### config.mk
export PLATFORM = sky130hd
export DESIGN_NAME = riscv_muldiv_unit
export DESIGN_NICKNAME = d
export VERILOG_FILES = /design/src/rtl/riscv_muldiv_unit.sv
export SDC_FILE = /design/constraint.sdc
export NUM_CORES = 1
export LEC_CHECK = 0
export CORE_MARGIN = 5
export CORE_UTILIZATION = 40
export DETAILED_ROUTE_END_ITERATION = 12
export SETUP_SLACK_MARGIN = 0.05
export SYNTH_ARGS = -nofsm -noshare
export SYNTH_HDL_FRONTEND = slang
export SYNTH_SLANG_ARGS = --single-unit
### constraint.sdc
create_clock -name i_clk -period 4.2 [get_ports i_clk]
set_clock_uncertainty 0.2 [all_clocks]
set_input_delay 0.42 -clock i_clk [delete_from_list [all_inputs] [get_ports i_clk]]
set_output_delay 0.42 -clock i_clk [all_outputs]
set_load 0.005 [all_outputs]
### src/rtl/riscv_muldiv_unit.sv
// riscv_muldiv_unit
// Iterative RV32M multiply/divide unit fed by the register file read ports.
// One operation in flight: 32 shift-add (multiply) or restoring
// shift-subtract (divide) iterations, then a sign-fix cycle and a one-cycle
// completion pulse that drives the register file write port.
//
// Handshake: i_start is accepted only when o_busy=0 (state IDLE); a start
// at any other time, including the DONE cycle, is dropped. o_done is a
// single-cycle pulse; o_result/o_rd_out are valid while o_done=1 and hold
// until the next completion or reset. i_kill aborts an operation in CALC or
// FIX with no completion pulse.
//
// Ports:
//   i_clk, i_rst_n     clock, asynchronous active-low reset
//   i_start            request (sampled in IDLE only)
//   i_funct3           M-extension operation select
//   i_op_a, i_op_b     rs1 / rs2 data
//   i_rd_in            destination register index
//   i_kill             abort of the in-flight operation
//   o_busy             high in every state except IDLE
//   o_done             one-cycle completion pulse
//   o_result           operation result
//   o_rd_out           destination index of the completed operation
//   o_reg_write        o_done AND (o_rd_out != 0)
//   o_dbg_state        current FSM state (0 IDLE, 1 CALC, 2 FIX, 3 DONE)
module riscv_muldiv_unit #(
  parameter int XLEN = 32,
  parameter int ITER = 32
) (
  input  logic            i_clk,
  input  logic            i_rst_n,
  input  logic            i_start,
  input  logic [2:0]      i_funct3,
  input  logic [XLEN-1:0] i_op_a,
  input  logic [XLEN-1:0] i_op_b,
  input  logic [4:0]      i_rd_in,
  input  logic            i_kill,
  output logic            o_busy,
  output logic            o_done,
  output logic [XLEN-1:0] o_result,
  output logic [4:0]      o_rd_out,
  output logic            o_reg_write,
  output logic [1:0]      o_dbg_state
);

  typedef enum logic [1:0] {S_IDLE, S_CALC, S_FIX, S_DONE} state_t;

  state_t          r_state, w_next;
  logic [2:0]      r_funct3;
  logic [4:0]      r_rd;
  logic            r_neg;      // sign of the selected result
  logic            r_special;  // result preset in r_acc[31:0], no fix-up
  logic [5:0]      r_cnt;
  logic [63:0]     r_acc;      // multiply: {hi, multiplier/lo}; divide: quotient in [31:0]
  logic [31:0]     r_b;        // multiplicand or divisor magnitude
  logic [31:0]     r_rem;      // divide partial remainder (always < divisor)

  // ---------------- start-time operand decode ----------------
  logic        w_a_signed, w_b_signed, w_div_zero, w_ovf, w_special, w_neg;
  logic [31:0] w_a_mag, w_b_mag, w_preset;

  always_comb begin
    w_a_signed = (i_funct3 == 3'b001) || (i_funct3 == 3'b010) ||
                 (i_funct3 == 3'b100) || (i_funct3 == 3'b110);
    w_b_signed = (i_funct3 == 3'b001) || (i_funct3 == 3'b100) || (i_funct3 == 3'b110);
    w_a_mag    = (w_a_signed && i_op_a[31]) ? (~i_op_a + 32'd1) : i_op_a;
    w_b_mag    = (w_b_signed && i_op_b[31]) ? (~i_op_b + 32'd1) : i_op_b;
    w_div_zero = i_funct3[2] && (i_op_b == 32'd0);
    w_ovf      = i_funct3[2] && !i_funct3[0] &&
                 (i_op_a == 32'h8000_0000) && (i_op_b == 32'hFFFF_FFFF);
    w_special  = w_div_zero || w_ovf;
    // funct3[1] separates remainder from quotient among the divides
    if (w_div_zero) w_preset = i_funct3[1] ? i_op_a : 32'hFFFF_FFFF;
    else            w_preset = i_funct3[1] ? 32'd0  : 32'h8000_0000;
    case (i_funct3)
      3'b001, 3'b100: w_neg = i_op_a[31] ^ i_op_b[31];
      3'b010, 3'b110: w_neg = i_op_a[31];
      default:        w_neg = 1'b0;
    endcase
  end

  // ---------------- iteration datapath ----------------
  logic [32:0] w_mul_add, w_mul_sum, w_shift, w_trial;

  always_comb begin
    w_mul_add = r_acc[0] ? {1'b0, r_b} : 33'd0;
    w_mul_sum = {1'b0, r_acc[63:32]} + w_mul_add;
    // 33-bit partial remainder: previous remainder shifted in with the next dividend bit
    w_shift   = {r_rem, r_acc[31]};
    w_trial   = w_shift - {1'b0, r_b};
  end

  // ---------------- sign fix and output select ----------------
  logic [63:0] w_prod;
  logic [31:0] w_quo, w_remv, w_fix_val;

  always_comb begin
    w_prod = r_neg ? (~r_acc + 64'd1) : r_acc;
    w_quo  = r_neg ? (~r_acc[31:0] + 32'd1) : r_acc[31:0];
    w_remv = r_neg ? (~r_rem + 32'd1) : r_rem;
    case (r_funct3)
      3'b000:                 w_fix_val = w_prod[31:0];
      3'b001, 3'b010, 3'b011: w_fix_val = w_prod[63:32];
      3'b100, 3'b101:         w_fix_val = w_quo;
      default:                w_fix_val = w_remv;
    endcase
    if (r_special) w_fix_val = r_acc[31:0];
  end

  // ---------------- FSM ----------------
  always_ff @(posedge i_clk or negedge i_rst_n) begin
    if (!i_rst_n) r_state <= S_IDLE;
    else          r_state <= w_next;
  end

  always_comb begin
    w_next = r_state;
    case (r_state)
      S_IDLE: if (i_start) w_next = w_special ? S_FIX : S_CALC;
      S_CALC: begin
        if (i_kill)                        w_next = S_IDLE;
        else if (r_cnt == 6'(ITER - 1))    w_next = S_FIX;
      end
      S_FIX:  w_next = i_kill ? S_IDLE : S_DONE;
      S_DONE: w_next = S_IDLE;
      default: w_next = S_IDLE;
    endcase
  end

  // ---------------- datapath registers ----------------
  always_ff @(posedge i_clk or negedge i_rst_n) begin
    if (!i_rst_n) begin
      r_funct3  <= 3'd0;
      r_rd      <= 5'd0;
      r_neg     <= 1'b0;
      r_special <= 1'b0;
      r_cnt     <= 6'd0;
      r_acc     <= 64'd0;
      r_b       <= 32'd0;
      r_rem     <= 32'd0;
      o_result  <= 32'd0;
      o_rd_out  <= 5'd0;
    end else begin
      case (r_state)
        S_IDLE: if (i_start) begin
          r_funct3  <= i_funct3;
          r_rd      <= i_rd_in;
          r_neg     <= w_special ? 1'b0 : w_neg;
          r_special <= w_special;
          r_cnt     <= 6'd0;
          r_rem     <= 32'd0;
          r_b       <= w_b_mag;
          r_acc     <= {32'd0, (w_special ? w_preset : w_a_mag)};
        end
        S_CALC: if (!i_kill) begin
          r_cnt <= r_cnt + 6'd1;
          if (r_funct3[2]) begin
            if (w_trial[32]) begin
              r_rem        <= w_shift[31:0];
              r_acc[31:0]  <= {r_acc[30:0], 1'b0};
            end else begin
              r_rem        <= w_trial[31:0];
              r_acc[31:0]  <= {r_acc[30:0], 1'b1};
            end
          end else begin
            r_acc <= {w_mul_sum, r_acc[31:1]};
          end
        end
        S_FIX: if (!i_kill) begin
          o_result <= w_fix_val;
          o_rd_out <= r_rd;
        end
        default: ;
      endcase
    end
  end

  assign o_busy      = (r_state != S_IDLE);
  assign o_done      = (r_state == S_DONE);
  assign o_reg_write = o_done && (o_rd_out != 5'd0);
  assign o_dbg_state = r_state;

endmodule

==> results.ini <==
[run_status]
outcome = complete, no violations

[synthesis]
synth_ff_type = dfrtp_1
postSynthAreaPerCell_um2 = 7.94
yosysSeqAreaShare_pct = 28.6
yosysMostFrequentCell = nand2_1
ys_ff_latch = 183
synth_edf_count = 0
synth_top_area_share_pct = 28.6
synthCells = 2020
synth_cell_types = 94
ys_top_cells_by_area = dfrtp_1, o21ai_0, nand2_1
synth_nets = 2168
yosys.area.top_type = dfrtp_1
async_flop_share_pct = 100
yosysWarnings = 0
synth_area_um2 = 16000
synth_common_cells = nand2_1, o21ai_0, dfrtp_1

[clocking]
cts_buffers = 17
htreeDepth = 4
root_buffer = clkbuf_16
clk-insertion-delay-late_ns = 0.46
cts_max_path_buffers = 2
cts_sinks = 183
clk_pin_slew_ns = 0.08
cts_tree = done

[die]
io_pins = 118
die_width_um = 210
num_rows = 73
fp.coreArea_um2 = 39700
start_util_pct = 40.3
dieArea_um2 = 44200
die_y_um = 210

[worst_setup_path]
crit_type = reg2reg
path_cells = and2_1 > ha_1 > inv_1 > fa_1 > nand2b_1 > a211oi_1 > buf_4 > o2111ai_1 > and3_1 > nor3_1 > a311o_1 > o31ai_1 > xnor2_1 > a22o_1
worstRegToRegCells = 14
reg2reg_to = r_acc[61]$_DFFE_PN0P_
cp_top_family = compound AO/OA/AOI/OAI gates
arrival_ns = 4.03
max_stage_delay_ns = 0.53
critPathBufInv = 2
cp.required_ns = 4.35
end_kind = flop
slowest_stage = dfrtp_1
regToRegSetupSlack_ns = 0.31
cp-start-kind = flop
r2r_start = r_acc[0]$_DFFE_PN0P_
path_max_fanout = 9

[worst_hold_path]
hold_start = r_rd[4]$_DFFE_PN0P_
min_delay_path_depth = 2
min_to = o_rd_out[4]$_DFFE_PN0P_
hold_path_class = reg2reg

[global_routing]
grt_usage_pct = 25.6
antenna_found_initial = 0
grt_max_degree = 87
grt_pass1_wl_um = 89700
overflow = 0
grt_pass1_vias = 15000

[flow_run]
drv_cap = 0

[finish]
nFillCells = 3949
diodes = 0
final_nets = 2246
areaGrowthSynthToFinish_pct = 15.2
post-route-util_pct = 46.5
drive_gt1_share_pct = 9.28

[routing]
vias = 15800
drcViolationCount = 0
drt-initial-drc-count = 1458
vias_per_cell = 6.00
drt_first_pass_iters = 7
routed_wl_um = 58200
antenna_left = 0
detail_route.wl_per_cell_um = 22.1

[power]
max-vdd-ir-drop_mv = 0.229
power-per-cell-area_nw_per_um2 = 440
leakagePower_nw = 8.00

[sta]
max_slew_margin_pct = 37.9
final_max_slew_viol_count = 0
tightest_slew_ns = 0.908
fmax_mhz = 257
final_hold_viol_count = 0
setup_viol = 0
rsz0062_at_grt = no
period_needed_ns = 3.89
setup-tns-final_ns = 0
min_period_over_period_pct = 92.6

[placement]
hpwlAfterDp_um = 45200
place_congestion = 0.990
port_buffers = 117

-- power breakdown --
| group | switching [mW] | total (mW) | internal, mW |
|---|---|---|---|
| Combinational | 2.39 | 3.87 | 1.48 |
| Clock | 0.784 | 1.63 | 0.844 |
| Sequential | 0.556 | 2.63 | 2.07 |
| Total | 3.73 | 8.13 | 4.40 |
-- worst register-to-register path: stages, from the launching register on --
cell and delay (ns):
dfrtp_1 0.53, and2_1 0.18, ha_1 0.20, inv_1 0.07, fa_1 0.39, nand2b_1 0.19, a211oi_1 0.29, buf_4 0.21
o2111ai_1 0.16, and3_1 0.20, nor3_1 0.41, a311o_1 0.33, o31ai_1 0.11, xnor2_1 0.13, a22o_1 0.18
-- worst max path at each step --
stage	start	endpoint	slack (ns)	depth (start not counted)
finish	r_acc[0]$_DFFE_PN0P_	r_acc[61]$_DFFE_PN0P_	0.31	14
global route	r_acc[0]$_DFFE_PN0P_	r_acc[61]$_DFFE_PN0P_	0.09	13
CTS	r_acc[31]$_DFFE_PN0P_	r_rem[23]$_DFFE_PN0P_	0.17	13
detailed placement	r_acc[31]$_DFFE_PN0P_	r_rem[23]$_DFFE_PN0P_	0.18	13
global placement	r_acc[31]$_DFFE_PN0P_	r_rem[19]$_DFFE_PN0P_	0.34	13
floorplan	r_acc[0]$_DFFE_PN0P_	o_result[30]$_DFFE_PN0P_	0.54	12
-- layer usage --
metal / part of all wire (%) / track usage [%] / vias up
met5: 0 / 0 / -
met4: 3.0 / 8.48 / 0
met3: 7.2 / 3.72 / 91
met2: 43 / 37.6 / 671
met1: 47 / 38.6 / 7552
li1: - / - / 7506
-- state kept, by name, summed over array words and instances (netlist names) --
register and count:
o_dbg_state 2, o_rd_out 5, o_result 32, r_acc 64, r_b 32, r_cnt 6, r_funct3 3, r_neg 1
r_rd 5, r_rem 32, r_special 1
-- placed cells by master, fill, tap and decap left out, drive strengths merged, types with 9 or more instances in the layout --
cell and instances:
o21ai 267, nand2 247, dfrtp 183, nor2 153, a21oi 152, clkdlybuf4s50 116, xnor2 88, xor2 86
inv 74, ha 70, buf 67, nor3 48, mux2i 46, o31ai 33, a21o 31, nand4 29
nand3 25, nand2b 23, a221oi 23, nor4 22, clkbuf 21, or4 21, a211oi 19, mux2 17
or3 17, and2 16, a31oi 15, o41ai 14, o21a 13, nor2b 13, o221ai 12, or2 12
o22ai 11, a32oi 10, a311oi 10, o211ai 9, a22o 9, and3 9
-- timing repair --
action / 4_1_cts / 5_1_grt
setup buffers: 0 / 3
resized for setup: 0 / 2
endpoints found under the hold margin: 82 / 0
endpoints found under the setup margin: 0 / 30
hold buffers: 1 / 0
-- cell type report --
cell class                 instances  area (um^2)  area share [%]
multi-input combinational       1640        10700            57.9
sequential                       183         4580            24.8
timing repair buffer             185         1700            9.21
tap                              525          657            3.56
clock buffer                      20          447            2.42
inverter                          71          267            1.44
clock inverter                    12          119           0.644
-- stage by stage --
step / setup WS, ns / cells / total power [mW] / instance area (um^2) / hold WS, ns
after floorplan: 0.545 / 2020 / 5.07 / 16000 / -0.0756
after global placement: 0.345 / 2600 / 6.38 / 17900 / 0.250
after detailed placement: 0.175 / 2600 / 6.42 / 17900 / 0.254
after CTS: 0.168 / 2633 / 8.06 / 18400 / 0.272
after global routing: 0.0875 / 2636 / 8.60 / 18500 / 0.288
final: 0.311 / 2636 / 8.13 / 18500 / 0.272
-- cell families after synthesis --
kind of cell	Yosys count	synth area share [%]
simple gates	652	20.2
flops	183	28.6
xor+xnor	174	9.51
fa+ha+maj	72	5.71
buf+inv	197	5.00
mux	63	4.07
compound gates	679	26.9
No activity file was read; power rests on OpenSTA's default activity.
